[config.mk]
export PLATFORM = sky130hd
export DESIGN_NAME = instr_fetch_unit
export DESIGN_NICKNAME = d
export VERILOG_FILES = /design/src/rtl/fetch_pkg.sv /design/src/rtl/fetch_fifo.sv /design/src/rtl/instr_fetch_unit.sv
export SDC_FILE = /design/constraint.sdc
export NUM_CORES = 1
export LEC_CHECK = 0
export CORE_MARGIN = 1
export CORE_UTILIZATION = 44
export CTS_CLUSTER_DIAMETER = 150
export DETAILED_ROUTE_END_ITERATION = 7
export GPL_TIMING_DRIVEN = 0
export HOLD_SLACK_MARGIN = 0.02
export PLACE_DENSITY = 0.8
export SETUP_SLACK_MARGIN = 0.15
export SYNTH_ARGS = -nofsm -noshare
export SYNTH_HDL_FRONTEND = slang
export SYNTH_HIERARCHICAL = 1
export SYNTH_SLANG_ARGS = --single-unit
[constraint.sdc]
create_clock -name clk_i -period 7.1 [get_ports clk_i]
set_clock_uncertainty 0.2 [all_clocks]
set_input_delay 2.13 -clock clk_i [delete_from_list [all_inputs] [get_ports clk_i]]
set_output_delay 2.13 -clock clk_i [all_outputs]
set_load 0.02 [all_outputs]
[src/rtl/fetch_pkg.sv]
// Shared types and constants for the instruction fetch unit.
//   fetch_entry_t  : {pc, instr} pair held in the fetch buffer
//   fetch_state_e  : fetch sequencer states
//   INSTR_NOP      : word presented to decode when nothing is valid
//   align_pc()     : clears the byte-offset bits of an address
package fetch_pkg;

  localparam logic [31:0] INSTR_NOP = 32'h0000_0013;

  typedef struct packed {
    logic [31:0] pc;
    logic [31:0] instr;
  } fetch_entry_t;

  typedef enum logic [1:0] {
    BOOT,
    RUN,
    HALT
  } fetch_state_e;

  function automatic logic [31:0] align_pc(input logic [31:0] pc);
    return {pc[31:2], 2'b00};
  endfunction

endpackage

[src/rtl/fetch_fifo.sv]
// Small synchronous FIFO with flush, used for the fetch buffer and the PC shadow queue.
// Ports:
//   clk_i, rst_ni      clock, asynchronous active-low reset
//   flush_i            empties the FIFO; overrides push/pop in the same cycle
//   push_i, data_i     write an entry (accepted when not full, or when full with a pop)
//   pop_i              drop the head entry (ignored when empty)
//   data_o             head entry (undefined when empty)
//   full_o, empty_o    occupancy flags
//   count_o            number of stored entries
module fetch_fifo #(
  parameter int unsigned DEPTH = 2,
  parameter int unsigned WIDTH = 32
) (
  input  logic                     clk_i,
  input  logic                     rst_ni,
  input  logic                     flush_i,
  input  logic                     push_i,
  input  logic [WIDTH-1:0]         data_i,
  input  logic                     pop_i,
  output logic [WIDTH-1:0]         data_o,
  output logic                     full_o,
  output logic                     empty_o,
  output logic [$clog2(DEPTH):0]   count_o
);

  localparam int unsigned AW = $clog2(DEPTH);

  logic [WIDTH-1:0] mem_q [DEPTH];
  logic [AW-1:0]    rd_ptr_q, wr_ptr_q;
  logic [AW:0]      count_q;
  logic             do_push, do_pop;

  assign empty_o = (count_q == '0);
  assign full_o  = (count_q == (AW + 1)'(DEPTH));
  assign count_o = count_q;
  assign data_o  = mem_q[rd_ptr_q];

  assign do_pop  = pop_i && !empty_o;
  // A full FIFO still takes a push when the head leaves in the same cycle.
  assign do_push = push_i && (!full_o || do_pop);

  // Storage needs no reset; reads of an empty FIFO are masked by the consumer.
  always_ff @(posedge clk_i) begin
    if (do_push && !flush_i) begin
      mem_q[wr_ptr_q] <= data_i;
    end
  end

  // Pointers wrap naturally because DEPTH is a power of two.
  always_ff @(posedge clk_i or negedge rst_ni) begin
    if (!rst_ni) begin
      rd_ptr_q <= '0;
      wr_ptr_q <= '0;
      count_q  <= '0;
    end else if (flush_i) begin
      rd_ptr_q <= '0;
      wr_ptr_q <= '0;
      count_q  <= '0;
    end else begin
      if (do_push) wr_ptr_q <= wr_ptr_q + AW'(1);
      if (do_pop)  rd_ptr_q <= rd_ptr_q + AW'(1);
      unique case ({do_push, do_pop})
        2'b10:   count_q <= count_q + (AW + 1)'(1);
        2'b01:   count_q <= count_q - (AW + 1)'(1);
        default: count_q <= count_q;
      endcase
    end
  end

endmodule

[src/rtl/instr_fetch_unit.sv]
// Instruction fetch unit: generates PCs, issues in-order imem reads, buffers returned words and
// presents {pc, instr} to decode over a valid/ready handshake. Redirects from execute flush all
// buffered state; responses still in flight at a redirect are counted and discarded on return.
// Ports:
//   clk_i, rst_ni                    clock, asynchronous active-low reset
//   imem_req_o, imem_addr_o          read request and word-aligned address (held until gnt)
//   imem_gnt_i                       request accepted
//   imem_rvalid_i, imem_rdata_i      in-order read response
//   redirect_i, redirect_pc_i        load new PC and flush
//   instr_valid_o, instr_ready_i     decode handshake
//   instr_o, pc_o                    head of the fetch buffer (NOP / 0 when invalid)
//   fetch_err_o                      misaligned redirect target seen
// Build option: FETCH_MISALIGN_TRAP_EN -- a misaligned redirect halts fetch and raises
// fetch_err_o until an aligned redirect; without it the low target bits are dropped.
module instr_fetch_unit
  import fetch_pkg::*;
#(
  parameter logic [31:0] RESET_PC   = 32'h0000_0000,
  parameter int unsigned FIFO_DEPTH = 2
) (
  input  logic        clk_i,
  input  logic        rst_ni,
  output logic        imem_req_o,
  output logic [31:0] imem_addr_o,
  input  logic        imem_gnt_i,
  input  logic        imem_rvalid_i,
  input  logic [31:0] imem_rdata_i,
  input  logic        redirect_i,
  input  logic [31:0] redirect_pc_i,
  output logic        instr_valid_o,
  input  logic        instr_ready_i,
  output logic [31:0] instr_o,
  output logic [31:0] pc_o,
  output logic        fetch_err_o
);

  localparam int unsigned CW = $clog2(FIFO_DEPTH) + 1;

  fetch_state_e state_q;
  logic [31:0]  fetch_pc_q;
  logic         fetch_err_q;
  logic [CW-1:0] outstanding_q, outstanding_d, discard_q;

  logic [31:0]  redirect_tgt;
  logic         misaligned;
  logic         req_fire, resp_keep, resp_drop, issue_room;

  fetch_entry_t  push_entry, buf_head;
  logic          buf_empty, buf_full;
  logic [CW-1:0] buf_count;
  logic [31:0]   shadow_pc;
  logic          shadow_empty, shadow_full;
  logic [CW-1:0] shadow_count;
  logic          unused_ok;

`ifdef FETCH_MISALIGN_TRAP_EN
  assign redirect_tgt = redirect_pc_i;
  assign misaligned   = (redirect_pc_i[1:0] != 2'b00);
`else
  assign redirect_tgt = align_pc(redirect_pc_i);
  assign misaligned   = 1'b0;
`endif

  // Buffered plus in-flight words never exceed the buffer, so a push can never overflow.
  assign issue_room  = ({1'b0, buf_count} + {1'b0, outstanding_q}) < (CW + 1)'(FIFO_DEPTH);
  assign imem_req_o  = (state_q == RUN) && issue_room;
  assign imem_addr_o = fetch_pc_q;

  assign req_fire  = imem_req_o && imem_gnt_i;
  assign resp_drop = imem_rvalid_i && (discard_q != '0);
  assign resp_keep = imem_rvalid_i && (discard_q == '0) && !redirect_i;

  always_comb begin
    outstanding_d = outstanding_q;
    unique case ({req_fire, imem_rvalid_i})
      2'b10:   outstanding_d = outstanding_q + CW'(1);
      2'b01:   outstanding_d = outstanding_q - CW'(1);
      default: outstanding_d = outstanding_q;
    endcase
  end

  always_ff @(posedge clk_i or negedge rst_ni) begin
    if (!rst_ni) begin
      outstanding_q <= '0;
      discard_q     <= '0;
    end else begin
      outstanding_q <= outstanding_d;
      // Everything still in flight after this cycle belongs to the old stream.
      if (redirect_i) begin
        discard_q <= outstanding_d;
      end else if (resp_drop) begin
        discard_q <= discard_q - CW'(1);
      end
    end
  end

  always_ff @(posedge clk_i or negedge rst_ni) begin
    if (!rst_ni) begin
      state_q     <= BOOT;
      fetch_pc_q  <= RESET_PC;
      fetch_err_q <= 1'b0;
    end else if (redirect_i) begin
      fetch_pc_q <= redirect_tgt;
      if (misaligned) begin
        state_q     <= HALT;
        fetch_err_q <= 1'b1;
      end else begin
        state_q     <= RUN;
        fetch_err_q <= 1'b0;
      end
    end else begin
      unique case (state_q)
        BOOT: state_q <= RUN;
        RUN:  if (req_fire) fetch_pc_q <= fetch_pc_q + 32'd4;
        HALT: state_q <= HALT;
        default: state_q <= BOOT;
      endcase
    end
  end

  // Constant zero unless the misalignment trap is built in.
  assign fetch_err_o = fetch_err_q;

  // PC of each live request, popped as its response is accepted.
  fetch_fifo #(
    .DEPTH (FIFO_DEPTH),
    .WIDTH (32)
  ) u_shadow (
    .clk_i   (clk_i),
    .rst_ni  (rst_ni),
    .flush_i (redirect_i),
    .push_i  (req_fire && !redirect_i),
    .data_i  (fetch_pc_q),
    .pop_i   (resp_keep),
    .data_o  (shadow_pc),
    .full_o  (shadow_full),
    .empty_o (shadow_empty),
    .count_o (shadow_count)
  );

  assign push_entry = '{pc: shadow_pc, instr: imem_rdata_i};

  fetch_fifo #(
    .DEPTH (FIFO_DEPTH),
    .WIDTH ($bits(fetch_entry_t))
  ) u_buf (
    .clk_i   (clk_i),
    .rst_ni  (rst_ni),
    .flush_i (redirect_i),
    .push_i  (resp_keep),
    .data_i  (push_entry),
    .pop_i   (instr_valid_o && instr_ready_i && !redirect_i),
    .data_o  (buf_head),
    .full_o  (buf_full),
    .empty_o (buf_empty),
    .count_o (buf_count)
  );

  assign instr_valid_o = !buf_empty;
  assign instr_o       = instr_valid_o ? buf_head.instr : INSTR_NOP;
  assign pc_o          = instr_valid_o ? buf_head.pc : 32'h0;

  assign unused_ok = ^{redirect_pc_i[1:0], buf_full, shadow_full, shadow_empty, shadow_count};

endmodule

* Word-level counts from Yosys, hierarchy flattened
Memory sizes are Yosys's and may differ from the RTL's. Index checks and enable logic that the tools add are counted.
Storage, ports and cells: bits in registers 46, bits in writable memories 192, bits of input ports 70, output and inout port bits 99, logic and storage cells 99, memories 2
Operators by class: add/sub/neg operators 13, order comparisons 1, equality and inequality tests 11, multiplexer cells 26, reductions and logical operators 36
Memory list:
- u_buf.mem_q | words 2, width 64, rd ports 1, clocked after Yosys merged registers in 0, write ports 1, line fetch_fifo.sv:28 | logic [WIDTH-1:0] mem_q [DEPTH];
- u_shadow.mem_q | words 2, width 32, rd ports 1, clocked after Yosys merged registers in 0, write ports 1, line fetch_fifo.sv:28
Operators by type and width (number):
- $mux W32 | 5
- $add A32 B3 Y32 const B | 1
- $reduce_bool A2 Y1 | 8
- $logic_and A1 B1 Y1 | 14
- $eq A2 B2 Y1 const B | 6
- $mux W1 | 12
- $pmux W2 S2 | 3
- $mux W2 | 5
- $eq A2 B1 Y1 const B | 4
- $logic_not A2 Y1 | 4
- $sub A2 B1 Y2 const B | 4
- $add A2 B1 Y2 const B | 3
- $pmux W2 S3 | 1
- $reduce_bool A3 Y1 | 2
- $logic_not A1 Y1 | 5
- $add A1 B1 Y1 const B | 4
- $add A2 B2 Y3 | 1
- $lt A3 B2 Y1 const B | 1
- $logic_or A1 B1 Y1 | 2
- $ne A2 B2 Y1 const B | 1
- $reduce_and A2 Y1 | 1

* Longest topological paths before layout
word-level depth 10, depth in mapped cells 10, mapped depth without buffers 9

* By module
The synthesis kept the hierarchy.
By module, submodules not included:
- fetch_fifo (u_buf) | instances 1, cells an instance 224, area each 4853.4 µm²
- instr_fetch_unit | instances 1, cells an instance 311, area each 2623.8 µm²
- fetch_fifo (u_shadow) | instances 1, cells an instance 125, area each 2543.7 µm²

* Worst setup path before layout
Ideal clock, no wire load.
kind input -> register, start point in redirect_i, end point mem u_buf/mem_q[1][0] in the netlist's numbering, enable pin, library setup time 0.578 ns, arrival 7.990 ns, data required time 6.322 ns, setup slack -1.668 ns, stages on the path 7, buffers on the path 2, cell sequence clkbuf_1 > clkinv_1 > clkbuf_1 > and3_1 > inv_1 > a21o_1 > nor3b_1
On the way: elaborated cells between the ends (all ways) 9, classes of those cells mux: 2; reduce/logical: 7
RTL lines:
- start, declared | line instr_fetch_unit.sv:28 | input logic redirect_i,
- $logic_not A1 Y1 | line instr_fetch_unit.sv:71 | assign resp_keep = imem_rvalid_i && (discard_q == '0) && !redirect_i;
- $logic_and A1 B1 Y1 | line instr_fetch_unit.sv:71
- named net resp_keep | line instr_fetch_unit.sv:46 | logic req_fire, resp_keep, resp_drop, issue_room;
- $logic_and A1 B1 Y1 | line fetch_fifo.sv:40 | assign do_push = push_i && (!full_o || do_pop);
- $logic_and A1 B1 Y1 | line fetch_fifo.sv:44 | if (do_push && !flush_i) begin
- $mux W1 | line fetch_fifo.sv:44
- $mux W1 (not written as such) | line fetch_fifo.sv:45 | mem_q[wr_ptr_q] <= data_i;
- end, declared | line fetch_fifo.sv:28
The timed path passes the listed nets, and every way through them passes these cells.

* Worst setup path after layout
start point in redirect_i, end point mem u_shadow.mem_q[0][29], enable pin
On the way: word-level cells in the longest chain between the ends 8, elaborated cells between the ends (all ways) 9, classes of those cells mux: 2; reduce/logical: 7
Ends and longest elaborated chain:
- $logic_not A1 Y1 | line instr_fetch_unit.sv:71
- $logic_and A1 B1 Y1 | line instr_fetch_unit.sv:71
- named net resp_keep | line instr_fetch_unit.sv:46
- $logic_and A1 B1 Y1 | line fetch_fifo.sv:38 | assign do_pop = pop_i && !empty_o;
- $logic_or A1 B1 Y1 | line fetch_fifo.sv:40
- $logic_and A1 B1 Y1 | line fetch_fifo.sv:40
- $logic_and A1 B1 Y1 | line fetch_fifo.sv:44
- $mux W1 | line fetch_fifo.sv:44
- $mux W1 (not written as such) | line fetch_fifo.sv:45
- end, declared | line fetch_fifo.sv:28
The timed path passes the listed nets, and every way through them passes these cells.

==> impl_metrics.yaml <==
worst_setup_path:
  critical_path.cell_chain: "clkdlybuf4s50_1 -> clkbuf_1 -> clkinv_1 -> clkbuf_1 -> and3_1 -> inv_1 -> a21o_1 -> nor3_2 -> buf_6 -> buf_6 -> buf_6"
  critPathCaptureType: "flip-flop"
  start_kind: "input pin"
  reg2reg_to: "u_shadow/mem_q[0][29]"
  timing.reg2reg.worst_path_depth: 12
  crit_top_cell: "buf_6"
  critPathArrivalTime_ns: 6.10
  crit_path_buffers_inverters: 8
  critPathKind: "input pin to flip-flop"
  worst_stage_delay_on_the_critical_path_ns: 0.79
  crit_path_top_delay_cell: "clkdlybuf4s50_1"
  crit_required_ns: 7.11
  beginning_of_the_worst_register_to_register_path: "u_buf/count_o[0]"
  timing.critical_path.fanout_max: 15
  timing.reg2reg.setup_slack_ns: 2.94
  critical_path.top_delay_family: "buffers and inverters"
placed_design:
  place.gp.congestion: 0.813
  detailed_place_hpwl_um: 14900
  placement.cell_area_um2: 12300
  io_buffers: 163
synthesis:
  post_synth_simple_gate_area: 0.117
  ys.warnings.count: 6
  yosys_register_bits: 236
  synthesis.instances: 660
  synth_largest_area_cell: "edfxtp_1"
  yosys_most_used_dff: "edfxtp_1"
  muxShareOfSynthArea: 0.113
  netlist.area_leader.share: 0.575
  fraction_of_the_mapped_netlist_area_in_adder_cells: 0.00574
  dominant_combinational_cell_family_by_area_after_synthesis: "simple AND/OR/NAND/NOR gates"
  synthDistinctLibCells: 47
  sequential_share_of_the_synthesized_area: 0.685
  synth_edf_count: 192
  synthesized_area_fraction_occupied_by_xor_and_xnor_cells: 0.0114
  synth_compound_area_frac: 0.0431
  syn_area_um2: 10000
  synth.avg_cell_area_um2: 15.2
  asyncSetResetFlopFracSynth: 0.186
  synthTopCellsByArea: "edfxtp_1 (58%), dfrtp_1 (11%), mux2_2 (8.4%)"
grt:
  number_of_antenna_violations_at_the_first_check_in_global_routing: 0
  grt_max_degree: 32
  grt_pass1_wl_um: 33900
  first_global_vias: 6249
  globalRouteTotalUtil: 0.184
  grt_overflow: 0
cells_and_area:
  post-route-cell-area_um2: 13100
  drive_above_1_share: 0.191
  filler_cell_count: 1681
  final_net_count: 945
  final_util: 0.595
  synthToLayoutAreaGrowth_pct: 31.1
  antenna_cells: 0
floorplan:
  core_area_um2: 22100
  height_of_the_chip_um: 153
  dieWidth_um: 153
  start_util: 0.454
  io_pins: 169
  die_area_um2: 23400
  floorplan.rows: 54
min_path:
  hold_class: "flip-flop to flip-flop"
  min-delay-start: "state_q[0]"
  min_delay_path_depth: 1
  hold_end: "state_q[1]"
drt:
  vias: 6144
  drt_drc_violations_left: 0
  wl_per_cell_um: 18.1
  via_per_inst: 5.26
  drtAntennaViolNets: 0
  drt-pass1-iter-count: 4
  detailedRoute.firstIterationViolations: 361
  wl_um: 21100
cts:
  tritoncts_clock_tree: "built"
  clockBufferDepth: 3
  cts_hold_buf: 0
  htreeDepth: 1
  cts.clk_slew.worst_paths_ns: 0.06
  cts_setup_buffers: 0
  tritoncts_sinks: 236
  cts_root_buf: "clkbuf_16"
  cts_buffers: 25
  number_of_instances_resized_during_post_cts_repair: 0
  clkLatencyLatePin_ns: 0.50
sta:
  final.min_clock_period_ns: 6.08
  unrepaired_setup_endpoints_after_global_routing: "false"
  setup-tns-final_ns: 0
  setup-violations-final: 0
  finalMaxSlewViolations: 0
  worst-slew-pin-transition_ns: 0.931
  final_min_period_over_clock_period: 0.857
  final-hold-violation-count: 0
  fmax_mhz: 164
  max_slew_margin: 0.376
power:
  power.static_leakage_nw: 4.52
  peakVddDrop_v: 0.000137
  fin_total_pwr_mw: 3.46
  power.density_cell_area_nw_per_um2: 264
job:
  max_cap_viols: 0
run_status:
  status: "finished, final reports clean"
[cells by family after synthesis]
family          Yosys count
xor+xnor                 13
other cells               1
simple gates            196
flops                   236
mux                     100
fa+ha+maj                 4
compound gates           64
buf+inv                  46
[metal layers]
| metal | share of wire | up-vias | track usage |
|---|---|---|---|
| li1 | - | 2905 | - |
| met2 | 0.48 | 210 | 0.308 |
| met4 | 0.014 | 0 | 0.0495 |
| met1 | 0.44 | 3005 | 0.249 |
| met3 | 0.060 | 24 | 0.0292 |
| met5 | 0 | - | 0 |
[state kept, by name (all words and copies together), names as in the netlist]
| name | flops |
|---|---|
| discard_q | 2 |
| imem_addr_o | 30 |
| outstanding_q | 2 |
| state_q | 2 |
| u_buf/count_o | 2 |
| u_buf/mem_q | 128 |
| u_buf/rd_ptr_q | 1 |
| u_buf/wr_ptr_q | 1 |
| u_shadow/count_o | 2 |
| u_shadow/mem_q | 64 |
| u_shadow/rd_ptr_q | 1 |
| u_shadow/wr_ptr_q | 1 |
[per-stage QoR]
step           hold slack (ns)  std cells  setup slack, ns
3_3_place_gp             0.218       1109            -2.22
2_1_floorplan            0.203        666            0.583
5_1_grt                  0.258       1169            0.790
4_1_cts                  0.243       1169             1.09
3_5_place_dp             0.226       1124            0.557
6_report                 0.238       1169             1.02
[power breakdown]
group	leakage, nW	internal, mW	total [mW]	switching (mW)
combinational	1.87	0.255	0.535	0.279
sequential	2.26	1.59	1.65	0.0636
clock	0.397	0.779	1.28	0.499
total	4.52	2.62	3.46	0.842
[layout make-up]
type	count	area [µm²]	share of cell area
buffer	35	198	0.0150
multi-input combinational	384	2970	0.226
inverter	11	41.3	0.00314
clock inverter	11	134	0.0102
sequential	236	6870	0.523
timing repair buffer	178	1900	0.145
clock buffer	34	679	0.0517
tap	280	350	0.0267
[layout by cell type (no fill, tap or decap), types with 19 or more instances in the layout]
cell type and instances:
a31oi_1 19, clkbuf_1 22, clkbuf_16 25, clkdlybuf4s50_1 162, dfrtp_1 44, edfxtp_1 192
mux2_1 22, mux2_2 75, nand2_1 22, nor2_1 32, nor2b_1 63
[worst max path at each step]
stage                           from                    end  depth (start not counted)
after floorplan           redirect_i      u_buf/mem_q[1][0]                          7
after global placement    redirect_i     u_buf/mem_q[1][19]                          8
after detailed placement  redirect_i  u_shadow/mem_q[0][28]                         11
after CTS                 redirect_i  u_shadow/mem_q[0][29]                         11
after global routing      redirect_i  u_shadow/mem_q[0][28]                         11
final                     redirect_i  u_shadow/mem_q[0][29]                         11
[worst register-to-register path, delay by kind of cell (launching register included)]
family | cells | cell delay, ns
simple gates | 5 | 1.65
buf+inv | 5 | 0.89
fa+ha+maj | 1 | 0.49
flops | 1 | 0.44
compound gates | 1 | 0.22
[cell usage after synthesis, types with 2 or more instances]
| cell | n |
|---|---|
| a2111oi_2 | 2 |
| a211oi_1 | 4 |
| a21o_1 | 2 |
| a311o_1 | 2 |
| a31oi_1 | 19 |
| and2_1 | 8 |
| and3_1 | 9 |
| and3_2 | 2 |
| and4_1 | 3 |
| buf_2 | 8 |
| buf_4 | 9 |
| buf_6 | 3 |
| clkbuf_1 | 15 |
| dfrtp_1 | 44 |
| edfxtp_1 | 192 |
| ha_1 | 3 |
| inv_1 | 10 |
| mux2_1 | 22 |
| mux2_2 | 75 |
| mux2_4 | 2 |
| nand2_1 | 22 |
| nand3_1 | 11 |
| nand4_1 | 7 |
| nand4_4 | 2 |
| nor2_1 | 32 |
| nor2b_1 | 63 |
| nor2b_2 | 4 |
| nor3_1 | 4 |
| nor3b_1 | 2 |
| o21ai_0 | 17 |
| o31ai_1 | 16 |
| or2_2 | 3 |
| or3_1 | 2 |
| or4_1 | 17 |
| xnor2_1 | 3 |
| xor2_1 | 10 |
Note: power is estimated with default switching activity, not from simulation.
